===== src/rtl/reg_bank_wb.sv =====
// ---------------------------------------------------------------------------
// reg_bank_wb
//
// Write-back register bank for the multicycle datapath: 2**ADDR_W registers
// of DATA_W bits. It has one write port and two registered read ports.
//
// The write port sits after the registered write-data source mux, so the data
// word arrives one clock after the control unit issues the write. The bank
// holds the write address for one cycle so that address and data line up,
// and then commits the pair.
//
// Write handshake (no back-pressure):
//   - reg_write=1 at an edge captures write_reg as the pending address.
//   - At the next edge, write_data is committed to that address.
//   - write_data is ignored in every cycle where no write is pending.
//   - A new capture may happen at the same edge as the previous commit,
//     which gives one write per cycle.
//
// Register 0 always reads as zero. Register SP_IDX resets to SP_RESET and
// is an ordinary writable register after reset.
//
// Optional feature macro: WB_BYPASS_EN
//   defined   : a read of the address being committed at the same edge
//               returns write_data.
//   undefined : that read returns the pre-commit register value.
//
// Ports
//   clk         in   rising-edge clock
//   reset       in   synchronous, active-high reset
//   reg_write   in   write request; write_reg is sampled in the same cycle
//   write_reg   in   [ADDR_W-1:0] destination register of the request
//   write_data  in   [DATA_W-1:0] write word, valid the cycle after reg_write
//   read_reg1   in   [ADDR_W-1:0] read port 1 address
//   read_reg2   in   [ADDR_W-1:0] read port 2 address
//   read_data1  out  [DATA_W-1:0] registered read port 1 data
//   read_data2  out  [DATA_W-1:0] registered read port 2 data
//   wb_pending  out  high while a captured write awaits commit
//   wb_done     out  one-cycle pulse after each commit
// ---------------------------------------------------------------------------
module reg_bank_wb #(
    parameter int unsigned DATA_W   = 32,
    parameter int unsigned ADDR_W   = 5,
    parameter int unsigned SP_IDX   = 29,
    parameter int unsigned SP_RESET = 227
) (
    input  logic              clk,
    input  logic              reset,
    input  logic              reg_write,
    input  logic [ADDR_W-1:0] write_reg,
    input  logic [DATA_W-1:0] write_data,
    input  logic [ADDR_W-1:0] read_reg1,
    input  logic [ADDR_W-1:0] read_reg2,
    output logic [DATA_W-1:0] read_data1,
    output logic [DATA_W-1:0] read_data2,
    output logic              wb_pending,
    output logic              wb_done
);

    localparam int unsigned NUM_REGS = 2 ** ADDR_W;

    logic [DATA_W-1:0] regs [NUM_REGS];

    // Pending-write stage: the address captured one edge before its data.
    logic              pend_valid;
    logic [ADDR_W-1:0] pend_addr;

    logic              commit_en;
    logic [DATA_W-1:0] rd1_next;
    logic [DATA_W-1:0] rd2_next;

    // Commits to register 0 are dropped, so regs[0] stays zero.
    // wb_done still pulses for them.
    assign commit_en  = pend_valid && (pend_addr != '0);
    assign wb_pending = pend_valid;

`ifdef WB_BYPASS_EN
    logic hit1;
    logic hit2;

    assign hit1 = commit_en && (read_reg1 == pend_addr);
    assign hit2 = commit_en && (read_reg2 == pend_addr);
`endif

    // Read-port next values. Address 0 is forced to zero explicitly, so the
    // result does not depend on what regs[0] holds.
    always_comb begin
        rd1_next = '0;
        rd2_next = '0;
        if (read_reg1 != '0) begin
            rd1_next = regs[read_reg1];
        end
        if (read_reg2 != '0) begin
            rd2_next = regs[read_reg2];
        end
`ifdef WB_BYPASS_EN
        // The word being committed at this edge takes priority over the
        // stale array contents.
        if (hit1) begin
            rd1_next = write_data;
        end
        if (hit2) begin
            rd2_next = write_data;
        end
`endif
    end

    // Write pipeline and read registers. Reset also clears pend_valid, so a
    // write captured before reset never commits.
    always_ff @(posedge clk) begin
        if (reset) begin
            pend_valid <= 1'b0;
            pend_addr  <= '0;
            wb_done    <= 1'b0;
            read_data1 <= '0;
            read_data2 <= '0;
            for (int i = 0; i < NUM_REGS; i++) begin
                if (i == SP_IDX) begin
                    regs[i] <= DATA_W'(SP_RESET);
                end else begin
                    regs[i] <= '0;
                end
            end
        end else begin
            pend_valid <= reg_write;
            pend_addr  <= write_reg;
            wb_done    <= pend_valid;
            read_data1 <= rd1_next;
            read_data2 <= rd2_next;
            if (commit_en) begin
                regs[pend_addr] <= write_data;
            end
        end
    end

endmodule


===== config.mk =====
export PLATFORM = sky130hd
export DESIGN_NAME = reg_bank_wb
export DESIGN_NICKNAME = d
export VERILOG_FILES = /design/src/rtl/reg_bank_wb.sv
export SDC_FILE = /design/constraint.sdc
export NUM_CORES = 2
export LEC_CHECK = 0
export CORE_MARGIN = 10
export CORE_UTILIZATION = 50
export DETAILED_ROUTE_END_ITERATION = 10
export GPL_ROUTABILITY_DRIVEN = 0
export GPL_TIMING_DRIVEN = 0
export PLACE_DENSITY = 0.66
export SYNTH_ARGS = -nofsm -noshare
export SYNTH_HDL_FRONTEND = slang
export SYNTH_SLANG_ARGS = --single-unit

===== constraint.sdc =====
create_clock -name clk -period 4.7 [get_ports clk]
set_input_delay 0.94 -clock clk [delete_from_list [all_inputs] [get_ports clk]]
set_output_delay 0.94 -clock clk [all_outputs]
set_load 0.03 [all_outputs]

Yosys cells after proc, flatten, opt, wreduce, memory -nomap -nowiden
Memory sizes are Yosys's and may differ from the RTL's. A register that Yosys moved wholly into a read port is not among the register bits.
Cells that the tools add are included.
- $add $sub $neg: 0
- multipliers: 0
- div/mod/pow operators: 0
- $lt $le $gt $ge: 0
- equality and inequality tests: 0
- shift operators: 0
- muxes and demuxes: 8
- bitwise operators: 2
- reductions and logical operators: 7
- operators with widths (operator ; number):
    two-way mux 32 bit ; 1
    OR reduction 32 bit ; 1
    nonzero test 5 bit ; 3
    two-way mux 1 bit ; 6
    two-way mux 5 bit ; 1
    OR reduction 2 bit ; 2
    inverter 1 bit ; 2
    logical AND 1 bit ; 1
- bits in registers: 7
- bits in latches: 0
- bits in writable memories: 1024
- memory bits (read-only): 0
- input bits: 50
- output and inout port bits: 66
- logic and storage cells: 21
- memories: 1
- memories (name ; words ; bits a word ; read ports ; clocked after memory_dff ; write ports ; line ; text):
    regs ; 32 ; 32 ; 2 ; 2 ; 32 ; 61 ; logic [DATA_W-1:0] regs [NUM_REGS];

Logic depth before layout (Yosys ltp)
- depth after elaboration: 7
- depth in mapped cells: 9
- gate-level depth less buffers: 4

Worst setup path before layout
OpenSTA, ideal clock, no wires.
- kind: input to register
- from: input reset
- to: memory regs[28][0], enable pin
- setup time: 0.375 ns
- data arrival time: 2.405 ns
- data required time: 4.325 ns
- setup slack: 1.921 ns
- stages on the path: 5
- path buffers: 1
- cell sequence: nor2b_2 > or3b_2 > buf_2 > nor2_1 > or2_2
- RTL lines (item ; line ; text):
    start: declaration ; 47 ; input logic reset,
    end: declaration ; 61 ;

Worst setup path in the final report
- from: input read_reg2[3]
- to: register read_data2[17] (read register of regs)
- cells in the longest elaborated chain, start to end: 3
- ends and longest elaborated chain (item ; line ; text):
    start: declaration ; 52 ; input logic [ADDR_W-1:0] read_reg2,
    nonzero test 5 bit ; 92 ; if (read_reg2 != '0) begin
    inverter 1 bit (no source line) ; -- ;
    OR reduction 2 bit (no source line) ; -- ;
    end: declaration ; 54 ; output logic [DATA_W-1:0] read_data2,
Parallel ways exist; a longest one is shown, timed or not.
A chain may end at the register's enable or synchronous reset.

==> flow_summary_export.csv <==
group,metric,value,unit
timing,finalCriticalPeriod,4860,ps
setup_path,crit_path_end_kind,"flip-flop",
logic_synthesis,synthFlopType,"edfxtp_1",
setup_path,critPathRequiredTime,5180,ps
finish,seqCellArea,32200,µm²
finish,multiInputGateArea,22000,µm²
grt,grt_max_degree,33,
clock_network,clockRootBuffer,"clkbuf_16",
logic_synthesis,yosys.area_share.adder,0,%
finish,stdcell_count,5460,
die,start_util,50.4,%
clock_network,cts_buffers,118,
logic_synthesis,synth_edf_count,1024,
die,fp.dieArea,125000,µm²
logic_synthesis,synthSimpleGateAreaFrac,12.5,%
grt,gr-total-overflow,0,
clock_network,clock_latency,740,ps
finish,fillers,8840,
place,portBuffers,112,
place,dpl_cell_area,59000,µm²
finish,layout-drive-gt1-share,20.4,%
clock_network,ctsHoldBuffers,0,
routing,via_per_inst,6.69,
logic_synthesis,syn_area,55800,µm²
timing,rsz0062_at_grt,"no",
die,io_pins,116,
run_status,status,"finished with violations",
grt,grt_pass1_wl,287,mm
die,num_rows,122,
timing,worstMarginPinSlew,1580,ps
pwr,peakVddDrop,0.000294,V
clock_network,cts_tree,"yes",
min_path,hold_class,"flip-flop to flip-flop",
pwr,p_per_area,367,nW/µm²
pwr,leakagePower,23.1,nW
setup_path,worstSetupPathType,"input pin to flip-flop",
logic_synthesis,synthMuxAreaShare,23.0,%
setup_path,cp_max_fo,10,
grt,antenna_found_initial,11,
run_status,violations,"capacitance limit, slew limit, setup timing",
logic_synthesis,ys_ff_latch,1095,
clock_network,cts_setup_buffers,0,
clock_network,cts_max_path_buffers,3,
logic_synthesis,yosysSeqAreaShare,57.6,%
routing,drt_pass1_iterations,8,
logic_synthesis,syn_inst,3596,
setup_path,critPathArrivalTime,5340,ps
timing,hold_viol_final,0,
logic_synthesis,yosysWarnings,0,
logic_synthesis,avgSynthCellArea,15.5,µm²
timing,skew,33.7,ps
finish,design_area,62900,µm²
routing,wl_per_cell,38.6,µm
setup_path,critPathLaunchType,"input pin",
timing,fin_crit_sh,103,%
finish,area_growth,12.6,%
die,dieHeight,354,µm
routing,routed_wl,211,mm
run,drv_cap,1,
logic_synthesis,ys_async_sr_fraction,0,%
timing,max_freq,206,MHz
clock_network,cts_sinks,1095,
routing,first_iter_violations,5957,
clock_network,cts.reportedPaths.clkPinSlew,60,ps
die,die_w,354,µm
grt,grt_use_total,32.9,%
clock_network,htreeDepth,3,
timing,hold_ws,592,ps
logic_synthesis,synth_cell_types,46,
finish,final_nets,3910,
routing,vias,36500,
grt,grt_pass1_vias,36000,
timing,maxSlewViolCount,11,
routing,final_antenna_net_count,0,
place,dp_hpwl,144,mm
timing,setup_ws,-162,ps
timing,maxSlewHeadroom,-5.59,%
logic_synthesis,synth_top_family_by_area,"multiplexers",
timing,totalNegativeSetupSlack,-304,ps
routing,drc_errors,0,
timing,setup_viol,2,
logic_synthesis,synth-xor-area-share,0,%
place,place_inst,5228,
logic_synthesis,synth_compound_area_share,3.61,%
die,coreArea,111000,µm²
-- synth_stat cells, types with 2 or more instances --
library cell / instances / area [µm²]
o21ai_0: 3 / 15.0
or2_2: 31 / 194
a31oi_1: 9 / 56.3
a21oi_1: 7 / 35.0
or3b_2: 6 / 52.6
and2_1: 989 / 6190
a22oi_1: 10 / 75.1
buf_8: 8 / 120
nand3b_1: 7 / 52.6
a221o_1: 5 / 50.1
clkbuf_1: 253 / 950
or3_1: 7 / 43.8
edfxtp_1: 1024 / 30700
a22o_1: 43 / 377
nor2b_1: 11 / 68.8
a221oi_1: 6 / 52.6
a211oi_1: 29 / 218
nand3_1: 5 / 25.0
o22ai_1: 20 / 125
mux4_2: 448 / 10100
mux2_2: 9 / 101
o221ai_1: 59 / 517
buf_4: 13 / 97.6
buf_1: 12 / 45.0
buf_2: 60 / 300
a2111oi_0: 20 / 175
and4b_1: 2 / 20.0
nor3_1: 21 / 105
clkbuf_2: 21 / 105
mux2i_1: 267 / 2670
dfxtp_1: 71 / 1420
o22a_1: 32 / 280
nor2_1: 39 / 146
nand2_1: 24 / 90.1
buf_6: 14 / 158
-- critical path, stage by stage --
cell             delay [ps]
clkdlybuf4s50_1         710
clkbuf_1                800
nand3b_1                660
clkbuf_1                870
o221ai_1                220
a211oi_1                730
nor3_1                  360
-- through the flow --
stage	total power, mW	util (%)	worst slack (ps)
6_report	23.1	56.8	-162
5_1_grt	23.4	56.7	16.9
4_1_cts	22.9	56.7	246
3_5_place_dp	13.7	53.2	-778
3_3_place_gp	13.6	53.2	-798
2_1_floorplan	12.6	-	1920
-- sequential cells by signal, summed over array words and instances, names as in the netlist --
register / count
wb_pending: 1
read_data2: 32
read_data1: 32
regs: 1024
pend_addr: 5
wb_done: 1
-- report_power, final --
| part | internal, mW | leakage, nW | switching (mW) |
|---|---|---|---|
| clock | 5.46 | 1.94 | 4.04 |
| sequential | 10.9 | 11.5 | 0.150 |
| combinational | 0.839 | 9.59 | 1.62 |
-- path summary, 6_finish.rpt --
path / from / end / slack [ps] / cells after the start
hold / removal: wb_pending / wb_done / 590 / 1
hold reg to reg: wb_pending / wb_done / 590 / 1
setup / recovery: read_reg2[3] / read_data2[17] / -160 / 7
setup reg to reg: wb_pending / regs[21][6] / 790 / 5
-- cell usage in the layout (no fill, tap or decap), types with 35 or more instances in the layout --
master           synthesis  routed
mux2i_1                267     267
buf_2                   60      62
dfxtp_1                 71      71
and2_1                 989     989
clkinv_2                 0      35
nor2_1                  39      38
clkdlybuf4s50_1          0     112
o221ai_1                59      59
mux4_2                 448     448
a22o_1                  43      43
clkbuf_1               253     273
clkbuf_16                0     123
edfxtp_1              1024    1024
-- per-layer routing --
layer,GRT usage [%],part of all wire (%)
met3,12.1,14
met5,0,0.034
met1,42.5,36
met2,47.1,43
met4,20.2,7.2
-- area by class of cell --
type,instances,area share [%]
Multi-Input combinational cell,2149,35.0
Buffer,381,2.84
Sequential cell,1095,51.1
Timing Repair Buffer,113,1.81
Tap cell,1488,2.96
Inverter,2,0.0119
Clock buffer,162,5.33
Clock inverter,59,0.853
Antenna cell,11,0.0438
-- repair_timing --
| action | 4_1_cts | 5_1_grt |
|---|---|---|
| endpoints found under the setup margin | 2 | 3 |
| hold endpoints to repair | 0 | 0 |
| resized for setup | 1 | 1 |
| cloned | 0 | 0 |
-- logic make-up (layout without fill, tap and decap cells) --
family,after synthesis,count (layout)
muxes,724,724
DFF,1095,1095
and+or+nand+nor,1145,1145
AOI/OAI and AO/OA,248,248
buffers and inverters,383,717
other,1,43
(Power assumes the default switching activity.)
